### src/rtl/sc_match_serializer_pkg.sv
// Shared defaults and helpers for the match serializer: default channel count,
// timestamp width, index-width rule and the per-channel slice of match_time.
package sc_match_serializer_pkg;

  localparam int N_CH_DEF = 37;
  localparam int TW_DEF   = 16;

  // A single-channel build still needs a 1-bit index so ports never collapse.
  function automatic int idx_w(input int n);
    return (n > 1) ? $clog2(n) : 1;
  endfunction

  // Bit offset of channel k inside the flattened match_time bus.
  function automatic int ch_lsb(input int k, input int tw);
    return k * tw;
  endfunction

endpackage

### src/rtl/sc_match_serializer_rr_arbiter.sv
// Round-robin picker: lowest requesting index at or above ptr, else lowest
// requesting index below ptr. Purely combinational, gated by en.
module rr_arbiter
  import sc_match_serializer_pkg::*;
#(
  parameter int N  = N_CH_DEF,
  parameter int IW = idx_w(N)
) (
  input  logic [N-1:0]  req,
  input  logic [IW-1:0] ptr,
  input  logic          en,
  output logic          gnt_valid,
  output logic [IW-1:0] gnt_idx
);

  logic          hit;
  logic [IW-1:0] idx;

  // Two descending sweeps: the upper-region sweep runs last so it overrides
  // any wrapped (below-ptr) candidate, and the lowest index wins within each.
  always_comb begin
    hit = 1'b0;
    idx = '0;
    for (int j = N - 1; j >= 0; j--) begin
      if (req[j] && (j < int'(ptr))) begin
        hit = 1'b1;
        idx = IW'(j);
      end
    end
    for (int j = N - 1; j >= 0; j--) begin
      if (req[j] && (j >= int'(ptr))) begin
        hit = 1'b1;
        idx = IW'(j);
      end
    end
  end

  assign gnt_valid = en & hit;
  assign gnt_idx   = idx;

endmodule

### src/rtl/sc_match_serializer.sv
// Captures per-channel match triggers into pending slots and drains them
// round-robin as (channel, song_time - match_time) records on one stream.
module sc_match_serializer
  import sc_match_serializer_pkg::*;
#(
  parameter int N_CH = N_CH_DEF,
  parameter int TW   = TW_DEF,
  parameter int IDW  = idx_w(N_CH)
) (
  input  logic             clk,
  input  logic             rst_n,
  input  logic [TW-1:0]    song_time,
  input  logic [N_CH-1:0]  match_trigger,
  input  logic [N_CH*TW-1:0] match_time,
  output logic             out_valid,
  input  logic             out_ready,
  output logic [IDW-1:0]   out_ch,
  output logic [TW-1:0]    out_dt,
  output logic [N_CH-1:0]  pending,
  output logic             overflow,
  input  logic             ovf_clr
);

  // Stream handshake: a record transfers on a rising edge where out_valid and
  // out_ready are both high; while out_valid is high and out_ready is low,
  // out_ch/out_dt hold steady and no new record is loaded.

  logic [TW-1:0]   time_q [N_CH];
  logic [N_CH-1:0] pending_q;
  logic [IDW-1:0]  ptr_q;
  logic            out_free;
  logic            gnt_valid;
  logic [IDW-1:0]  gnt_idx;
  logic [N_CH-1:0] gnt_hot;
  logic [N_CH-1:0] accept;
  logic            drop;

  assign out_free = ~out_valid | out_ready;

  rr_arbiter #(.N(N_CH), .IW(IDW)) u_arb (
    .req       (pending_q),
    .ptr       (ptr_q),
    .en        (out_free),
    .gnt_valid (gnt_valid),
    .gnt_idx   (gnt_idx)
  );

  // A trigger is accepted into a free slot, or into a slot being drained this
  // same cycle; otherwise it is dropped and flagged.
  always_comb begin
    gnt_hot = '0;
    accept  = '0;
    drop    = 1'b0;
    for (int k = 0; k < N_CH; k++) begin
      gnt_hot[k] = gnt_valid && (gnt_idx == IDW'(k));
      accept[k]  = match_trigger[k] && (!pending_q[k] || gnt_hot[k]);
      if (match_trigger[k] && !accept[k]) drop = 1'b1;
    end
  end

  always_ff @(posedge clk or negedge rst_n) begin
    if (!rst_n) begin
      pending_q <= '0;
      for (int k = 0; k < N_CH; k++) time_q[k] <= '0;
    end else begin
      for (int k = 0; k < N_CH; k++) begin
        if (accept[k]) begin
          pending_q[k] <= 1'b1;
          time_q[k]    <= match_time[ch_lsb(k, TW) +: TW];
        end else if (gnt_hot[k]) begin
          pending_q[k] <= 1'b0;
        end
      end
    end
  end

  always_ff @(posedge clk or negedge rst_n) begin
    if (!rst_n) begin
      out_valid <= 1'b0;
      out_ch    <= '0;
      out_dt    <= '0;
      ptr_q     <= '0;
    end else if (out_free) begin
      if (gnt_valid) begin
        out_valid <= 1'b1;
        out_ch    <= gnt_idx;
        // Modular difference; the top bit reads as sign (negative = early hit).
        out_dt    <= song_time - time_q[gnt_idx];
        ptr_q     <= (gnt_idx == IDW'(N_CH - 1)) ? '0 : gnt_idx + 1'b1;
      end else begin
        out_valid <= 1'b0;
      end
    end
  end

  // Sticky drop flag; a new drop outranks a clear in the same cycle.
  always_ff @(posedge clk or negedge rst_n) begin
    if (!rst_n)       overflow <= 1'b0;
    else if (drop)    overflow <= 1'b1;
    else if (ovf_clr) overflow <= 1'b0;
  end

  assign pending = pending_q;

endmodule

### config.mk
export PLATFORM = sky130hd
export DESIGN_NAME = sc_match_serializer
export DESIGN_NICKNAME = d
export VERILOG_FILES = /design/src/rtl/sc_match_serializer_pkg.sv /design/src/rtl/sc_match_serializer_rr_arbiter.sv /design/src/rtl/sc_match_serializer.sv
export SDC_FILE = /design/constraint.sdc
export NUM_CORES = 1
export LEC_CHECK = 0
export CORE_MARGIN = 3
export CORE_UTILIZATION = 41
export CTS_CLUSTER_SIZE = 10
export DETAILED_ROUTE_END_ITERATION = 12
export PLACE_DENSITY = 0.66
export SYNTH_ARGS = -nofsm -noshare
export SYNTH_HDL_FRONTEND = slang
export SYNTH_SLANG_ARGS = --single-unit
### constraint.sdc
create_clock -name clk -period 13.95 [get_ports clk]
set_input_delay 2.79 -clock clk [delete_from_list [all_inputs] [get_ports clk]]
set_output_delay 2.79 -clock clk [all_outputs]
set_load 0.05 [all_outputs]
=== Word-level counts from Yosys, hierarchy flattened ===
Index checks and enable logic that the tools add are counted.
Widths: inputs -> output; s select.

* Logic and storage cells: 798
* Register bits: 659
* Bits of input ports: 649

* Reductions and logical operators: 336
* Bitwise logic cells: 4
* Equality and inequality tests: 36
* Multiplexer cells: 266
* $lt $le $gt $ge: 75
* $add $sub $neg: 2

{| class="wikitable"
|+ Operator list
! kind !! number
|-
| $mux 6 || 75
|-
| $mux 1 || 188
|-
| $logic_and 1x1->1 || 185
|-
| $bmux 16 s6 || 1
|-
| $eq 6x5->1 const B || 16
|-
| $ge 5x6->1 const A || 16
|-
| $lt 5x6->1 const A || 16
|-
| $reduce_bool 2->1 || 38
|-
| $logic_not 1->1 || 74
|-
| $eq 6x4->1 const B || 8
|-
| $ge 4x6->1 const A || 8
|-
| $lt 4x6->1 const A || 8
|-
| $logic_or 1x1->1 || 37
|-
| $mux 16 || 2
|-
| $eq 6x6->1 const B || 5
|-
| $ge 6x6->1 const A || 5
|-
| $lt 6x6->1 const A || 5
|-
| $eq 6x3->1 const B || 4
|-
| $ge 3x6->1 const A || 4
|-
| $lt 3x6->1 const A || 4
|-
| $sub 16x16->16 || 1
|-
| $eq 6x2->1 const B || 2
|-
| $ge 1x6->1 const A || 2
|-
| $ge 2x6->1 const A || 2
|-
| 11 further kinds || 13
|}

=== Logic depth before layout (Yosys ltp) ===
Gate-level depths: netlist of run 1.

* Depth in word-level cells: 120
* Mapped depth: 36
* Mapped depth without buffers: 29

=== Modules after synthesis ===
A second synthesis of run 1 with hierarchy kept.

* Cell total of the unflattened synthesis: 2364
* Area, all modules: 32529.9 um^2

{| class="wikitable"
|+ By module, submodules not included
! module !! instances !! area each (um^2) !! sequential area each (um^2) !! cells an instance
|-
| sc_match_serializer || 1 || 30138.9 || 16490.8 || 1969
|-
| rr_arbiter || 1 || 2391.0 || 0.0 || 395
|}

=== Worst setup path before layout of run 1 ===
OpenSTA, ideal clock, no wires.

* Path kind: reg-to-reg
* Start point: register ptr_q[2]
* End point: register out_dt[14]
* Buffers on the path: 6
* Setup time: 0.127 ns
* Data required time: 13.823 ns
* Stages on the path, launching flop included: 33
* Slack: 7.828 ns
* Arrival: 5.995 ns
* Path through: dfrtp_1 > buf_2 > buf_2 > buf_6 > a211o_1 > a311o_1 > a22oi_1 > nand4b_1 > nor4_1 > a211oi_2 > a21oi_4 > buf_2 > buf_2 > buf_1 > nand2_1 > a31oi_1 > a21oi_1 > a211o_1 > ha_1 > fa_1 > nor2b_1 > o21ai_0 > a21boi_0 > o21ai_0 > a21boi_0 > o21ai_0 > nand2b_1 > a21o_1 > a21o_1 > a31oi_1 > o21ai_0 > xnor2_1 > o21ai_0

* Cells in the longest elaborated chain, start to end: 81
* Elaborated cells on any way between the ends: 303

{| class="wikitable"
|+ Ends and longest elaborated chain
! item !! RTL line !! text
|-
| from (decl) || sc_match_serializer.sv:30 || <nowiki>logic [IDW-1:0] ptr_q;</nowiki>
|-
| from (signal assigned) || sc_match_serializer.sv:89 || <nowiki>ptr_q <= (gnt_idx == IDW'(N_CH - 1)) ? '0 : gnt_idx + 1'b1;</nowiki>
|-
| $lt 6x6->1 || sc_match_serializer_rr_arbiter.sv:25 || <nowiki>if (req[j] && (j < int'(ptr))) begin</nowiki>
|-
| $logic_and 1x1->1 || sc_match_serializer_rr_arbiter.sv:25 ||
|-
| $mux 6 (37 in a row) || sc_match_serializer_rr_arbiter.sv:25 ||
|-
| $mux 6 (37 in a row) || sc_match_serializer_rr_arbiter.sv:31 || <nowiki>if (req[j] && (j >= int'(ptr))) begin</nowiki>
|-
| $not 6->7 (implied by the code) || sc_match_serializer.sv:88 || <nowiki>out_dt <= song_time - time_q[gnt_idx];</nowiki>
|-
| $bmux 16 s6 || sc_match_serializer.sv:88 ||
|-
| $mux 16 (implied by the code) (2 in a row) || sc_match_serializer.sv:88 ||
|-
| $sub 16x16->16 || sc_match_serializer.sv:88 ||
|-
| to (signal assigned) || sc_match_serializer.sv:88 ||
|-
| to (decl) || sc_match_serializer.sv:18 || <nowiki>output logic [TW-1:0] out_dt,</nowiki>
|}

Several ways; a longest one is shown, not always the timed one. The select of a mux whose other input is x is not followed.
A chain may end at the register's enable or synchronous reset.

=== Worst setup path after layout of run 1 ===
* Start point: register ptr_q[3]
* End point: register out_dt[15]

Same word-level chain as after synthesis.

==> flow_metrics.py, run 1 <==
metrics = {
    "cts": {
        "cts_resized": 0,
        "cts_max_path_buffers": 3,
        "cts.sinks": 659,
        "clock_latency_ps": 660,
        "holdBufCountCts": 0,
        "numCtsBuffers": 79,
        "htree_levels": 3,
        "cts_tree": "built",
        "clk_pin_slew_ps": 70,
        "post_cts_buffers": 0,
        "clock_tree.root_cell": "clkbuf_16",
    },
    "timing": {
        "tns_ps": 0,
        "max_freq_ghz": 0.111,
        "clock_skew_ps": 39.4,
        "setup_viol": 0,
        "post-route-period-util": 0.646,
        "slew_violations": 0,
        "grt_setup_unrepaired": "no",
        "period_needed_ps": 9010,
        "relSlewSlack": 0.162,
        "finalHoldViolCount": 0,
        "worst_pin_slew_ps": 1260,
        "hold_ws_ps": 476,
    },
    "critical_path": {
        "cp.arrival_ps": 9580,
        "start_kind": "flop",
        "cp.required_ps": 14520,
        "reg2reg_depth": 28,
        "cp_common_cell": "a311oi_1",
        "critPathMaxFanout": 163,
        "critPathCaptureType": "flop",
        "worstSetupPathType": "reg -> reg",
        "cpPeakStageDelay_ps": 970,
        "slowest_stage": "dfrtp_2",
    },
    "floorplan": {
        "design.core.area_sq_um": 80900,
        "dieWidth_um": 292,
        "initial_core_util": 0.415,
        "die_h_um": 292,
        "die_area_sq_um": 85500,
        "rows": 104,
        "ios": 710,
    },
    "min_path": {
        "hold_path_depth": 2,
        "min_path_type": "reg -> reg",
    },
    "synthesis": {
        "synth-async-reset-ratio": 1.00,
        "yosys_warnings": 0,
        "synth-edff-count": 0,
        "avgSynthCellArea_sq_um": 11.0,
        "synth_cell_types": 86,
        "netlist_instances": 3065,
        "syn_nets": 3734,
        "netlist_area_sq_um": 33600,
        "ys_seq_area_frac": 0.491,
        "synthFlopType": "dfrtp_1",
        "ys_ff_latch": 659,
    },
    "outcome": {
        "status": "finished, final reports clean",
    },
    "cells_and_area": {
        "fill_cells": 7187,
        "drive_gt1_frac": 0.222,
        "nets": 4362,
        "area_growth_pct": 30.9,
        "final_util": 0.544,
    },
    "detailed_routing": {
        "postRouteWirelength_mm": 153,
        "drtIter0Drc": 2469,
        "ant_nets": 0,
        "firstDrtPassIters": 6,
        "vias_per_cell": 5.95,
        "vias": 28600,
        "routedWlPerCell_um": 31.8,
        "drc": 0,
    },
    "pwr": {
        "powerDensity_nw_per_um2": 229,
        "peakVddDrop_uv": 294,
        "leakage_uw": 0.0191,
    },
    "global_route": {
        "grt_overflow": 0,
        "grt_pass1_wl_mm": 212,
        "grt_pass1_vias": 28600,
        "antenna_found_initial": 33,
        "grt_use_total": 0.347,
        "grt_max_degree": 164,
    },
    "flow_run": {
        "drv_cap": 0,
    },
    "place": {
        "place.gp.congestion": 0.989,
        "dp_hpwl_mm": 115,
        "io_buffers": 709,
    },
}
[cells in the final DEF (no fill, tap or decap), types with 39 or more instances in the layout]
| master | netlist | layout |
|---|---|---|
| dfrtp_1 | 659 | 655 |
| nand2_1 | 556 | 556 |
| mux2i_1 | 90 | 90 |
| a311oi_1 | 68 | 68 |
| buf_4 | 4 | 53 |
| nand3_1 | 87 | 87 |
| nand2b_1 | 53 | 52 |
| a21oi_1 | 56 | 54 |
| clkbuf_16 | 0 | 80 |
| or2_2 | 39 | 39 |
| o21ai_0 | 56 | 56 |
| clkdlybuf4s50_1 | 0 | 708 |
| and3_1 | 78 | 78 |
| a31oi_1 | 49 | 48 |
| nor2_1 | 50 | 50 |
| mux2_2 | 596 | 596 |
[stage by stage]
step | worst slack, ps | instance area (sq um) | power [uW] | std cells
3_5_place_dp | 5310 | 41600 | 8120 | 4672
2_1_floorplan | 7830 | 33600 | 6070 | 3065
4_1_cts | 5320 | 43900 | 10100 | 4778
6_report | 4940 | 44000 | 10100 | 4804
5_1_grt | 4360 | 44000 | 10500 | 4796
3_3_place_gp | 5260 | 41600 | 8080 | 4672
[area by class of cell]
cell class	instances	area [sq um]	area share
flip-flops and latches	659	16500	0.375
multi-input cells	2162	16100	0.365
repair buffers	767	7600	0.173
clock buffers	95	2110	0.0479
well taps	1060	1330	0.0301
clock inverters	11	226	0.00515
inverters	24	103	0.00233
diodes	26	65.1	0.00148
[power breakdown]
part	internal (uW)	leakage, uW	switching [uW]
Clock	1090	0.00113	847
Combinational	1940	0.00978	3360
Sequential	2480	0.00816	375
[worst max-delay path: cells and delay by family, from the launching register on]
kind                       cells  cell delay (ps)
adders and majority gates      1              340
muxes                          1              110
buffers and inverters          3             1550
xor gates and xnor gates       1              150
AOI/OAI and AO/OA             17             4540
DFF                            1              970
and+or+nand+nor                5              930
[final timing paths]
kind,from,to,slack (ps)
worst max-delay path,ptr_q[3],out_dt[15],4940
worst min-delay path,out_dt[6],out_dt[6],480
worst max register to register,ptr_q[3],out_dt[15],4940
worst min register to register,out_dt[6],out_dt[6],480
max in group asynchronous,rst_n,time_q[144],9560
min in group asynchronous,rst_n,time_q[248],2200
[synthesized netlist by cell type, drive strengths merged (58+ instances only)]
master	n	area share
clkbuf	59	0.0066
a311oi	68	0.018
buf	161	0.024
and3	78	0.015
nand3	87	0.013
dfrtp	659	0.49
mux2	596	0.20
o21ai	59	0.0088
nand2	556	0.062
mux2i	90	0.027
a21oi	58	0.0093
[sequential cells by signal, summed over array words and instances, names as in the netlist]
name       flops
out_ch         6
out_dt        16
out_valid      1
overflow       1
pending       37
ptr_q          6
time_q       592
[cell families (layout without fill, tap and decap cells)]
kind of cell / Yosys count / count (layout) / synth area share
other: 0 / 26 / 0
flip-flops: 659 / 659 / 0.491
XOR/XNOR: 12 / 12 / 0.00313
multiplexers: 686 / 686 / 0.226
buffers and inverters: 244 / 897 / 0.0333
AND/OR/NAND/NOR: 966 / 966 / 0.134
adder cells (fa/ha/maj): 20 / 20 / 0.00767
AO/OA/AOI/OAI: 478 / 478 / 0.105
[routing by layer]
| layer | global-route usage | vias to the layer above | share of wire |
|---|---|---|---|
| li1 | - | 12300 | - |
| met1 | 0.426 | 14600 | 0.38 |
| met2 | 0.592 | 1387 | 0.49 |
| met3 | 0.0735 | 325 | 0.075 |
| met4 | 0.155 | 22 | 0.050 |
| met5 | 0 | - | 0.00075 |
(Power assumes the default switching activity.)
==> run 2, diff against run 1 <==
==> constraint.sdc (replaced) <==
create_clock -name clk -period 9.24 [get_ports clk]
set_input_delay 1.848 -clock clk [delete_from_list [all_inputs] [get_ports clk]]
set_output_delay 1.848 -clock clk [all_outputs]
set_load 0.05 [all_outputs]
==> flow_metrics.py, run 2 (synthesis results as in run 1) <==
metrics = {
    "pwr": {
        "leakage_uw": 0.0191,
        "peakVddDrop_uv": 512,
        "total_power_uw": 15400,
        "powerDensity_nw_per_um2": 349,
    },
    "place": {
        "placed_cell_area_sq_um": 41700,
        "io_buffers": 709,
        "place.gp.congestion": 1.03,
        "dp_cells": 4684,
        "dp_hpwl_mm": 118,
    },
    "outcome": {
        "status": "finished, final reports clean",
    },
    "flow_run": {
        "drv_cap": 0,
    },
    "cells_and_area": {
        "instances_no_fill": 4816,
        "area_growth_pct": 31.2,
        "nets": 4374,
        "design_area_sq_um": 44100,
        "largest_reg_flops": 592,
        "final_common_cell": "clkdlybuf4s50_1",
        "mostFrequentLayoutCells": "clkdlybuf4s50_1 (708), dfrtp_1 (656), mux2_2 (596), nand2_1 (556), mux2i_1 (90)",
        "drive_gt1_frac": 0.224,
        "regMostFlops": "time_q",
    },
    "cts": {
        "cts_tree": "built",
        "clock_latency_ps": 650,
        "numCtsBuffers": 79,
        "holdBufCountCts": 0,
        "clk_pin_slew_ps": 60,
        "cts_max_path_buffers": 3,
        "cts.sinks": 659,
        "cts_resized": 0,
        "clock_tree.root_cell": "clkbuf_16",
        "htree_levels": 3,
        "post_cts_buffers": 0,
    },
    "detailed_routing": {
        "vias": 28900,
        "firstDrtPassIters": 8,
        "routedWlPerCell_um": 32.0,
        "drtIter0Drc": 2966,
        "ant_nets": 0,
        "drc": 0,
        "postRouteWirelength_mm": 154,
        "vias_per_cell": 6.01,
    },
    "floorplan": {
        "die_h_um": 292,
        "initial_core_util": 0.415,
        "design.core.area_sq_um": 80900,
        "rows": 104,
        "ios": 710,
        "dieWidth_um": 292,
        "die_area_sq_um": 85500,
    },
    "critical_path": {
        "cpPeakStageDelay_ps": 930,
        "slowest_stage": "dfrtp_2",
        "worstSetupPathType": "reg -> reg",
        "reg2reg_depth": 28,
        "start_kind": "flop",
        "critPathCaptureType": "flop",
        "cp.required_ps": 9800,
        "rr_startpoint": "ptr_q[5]",
        "cp.arrival_ps": 8820,
        "reg2reg_slack_ps": 970,
        "critPathMaxFanout": 118,
        "r2r_end": "out_dt[15]",
        "cp_common_cell": "a311oi_1",
    },
    "timing": {
        "period_needed_ps": 8270,
        "tns_ps": 0,
        "grt_setup_unrepaired": "no",
        "relSlewSlack": 0.134,
        "clock_skew_ps": 34.8,
        "finalHoldViolCount": 0,
        "post-route-period-util": 0.895,
        "slew_violations": 0,
        "setup_viol": 0,
        "worst_pin_slew_ps": 1300,
        "max_freq_ghz": 0.121,
    },
    "min_path": {
        "hold_path_startpoint": "out_dt[0]",
        "hold_end": "out_dt[0]",
        "min_path_type": "reg -> reg",
        "hold_path_depth": 2,
    },
    "global_route": {
        "grt_overflow": 0,
        "grt_pass1_wl_mm": 214,
        "grt_use_total": 0.351,
        "grt_max_degree": 156,
        "antenna_found_initial": 38,
        "grt_pass1_vias": 29200,
    },
}
-- run 2: changes by cell type in the layout (fill, tap and decap cells not counted), moves of 2 or more --
cell,delta
clkbuf_1,+2
buf_12,+3
clkinv_2,-2
clkinv_16,-2
clkbuf_8,+3
buf_4,+9
diode_2,-2
-- run 2: critical path: cells and delay by family, from the launching register on --
family	cells	cell delay [ps]
AOI/OAI and AO/OA	15	4250
xor gates and xnor gates	1	150
adders and majority gates	1	310
buffers and inverters	2	920
DFF	1	930
and+or+nand+nor	9	1530
-- run 2: final cells by class --
type / count / area (sq um)
Clock buffer: 99 / 2130
Antenna cell: 24 / 60.1
Clock inverter: 9 / 203
Fill cell: 7213 / 36800
Multi-Input combinational cell: 2162 / 16100
Sequential cell: 659 / 16500
Timing Repair Buffer: 779 / 7730
Inverter: 24 / 103
Tap cell: 1060 / 1330
-- run 2: power breakdown --
| part | leakage [uW] | total (uW) | switching (uW) | internal [uW] |
|---|---|---|---|---|
| Combinational | 0.00985 | 8130 | 5140 | 2990 |
| Sequential | 0.00817 | 4330 | 592 | 3740 |
| Clock | 0.00113 | 2930 | 1260 | 1670 |
| Total | 0.0191 | 15400 | 6990 | 8400 |
-- run 2: routing by layer --
layer  wire length, um  track usage  vias up
li1                  -            -    12300
met1             58700        0.435    14700
met2             73700        0.578     1514
met3             12500       0.0746      346
met4              9030        0.187       20
met5               149            0        -
-- run 2: worst max-delay path by stage --
stage | to | startpoint | slack (ps) | cells past startpoint
floorplan | out_dt[14] | ptr_q[2] | 3120 | 32
global placement | out_dt[15] | ptr_q[5] | 1320 | 28
detailed placement | out_dt[15] | ptr_q[3] | 1210 | 29
CTS | out_dt[15] | ptr_q[5] | 1160 | 28
global route | out_dt[15] | ptr_q[5] | 340 | 28
finish | out_dt[15] | ptr_q[5] | 970 | 28
-- run 2: through the flow --
step	worst slack (ps)	hold slack [ps]	util
after CTS	1160	482	0.544
final	974	478	0.545
after floorplan	3120	470	-
after global placement	1320	462	0.515
after detailed placement	1210	470	0.515
after global routing	345	508	0.545
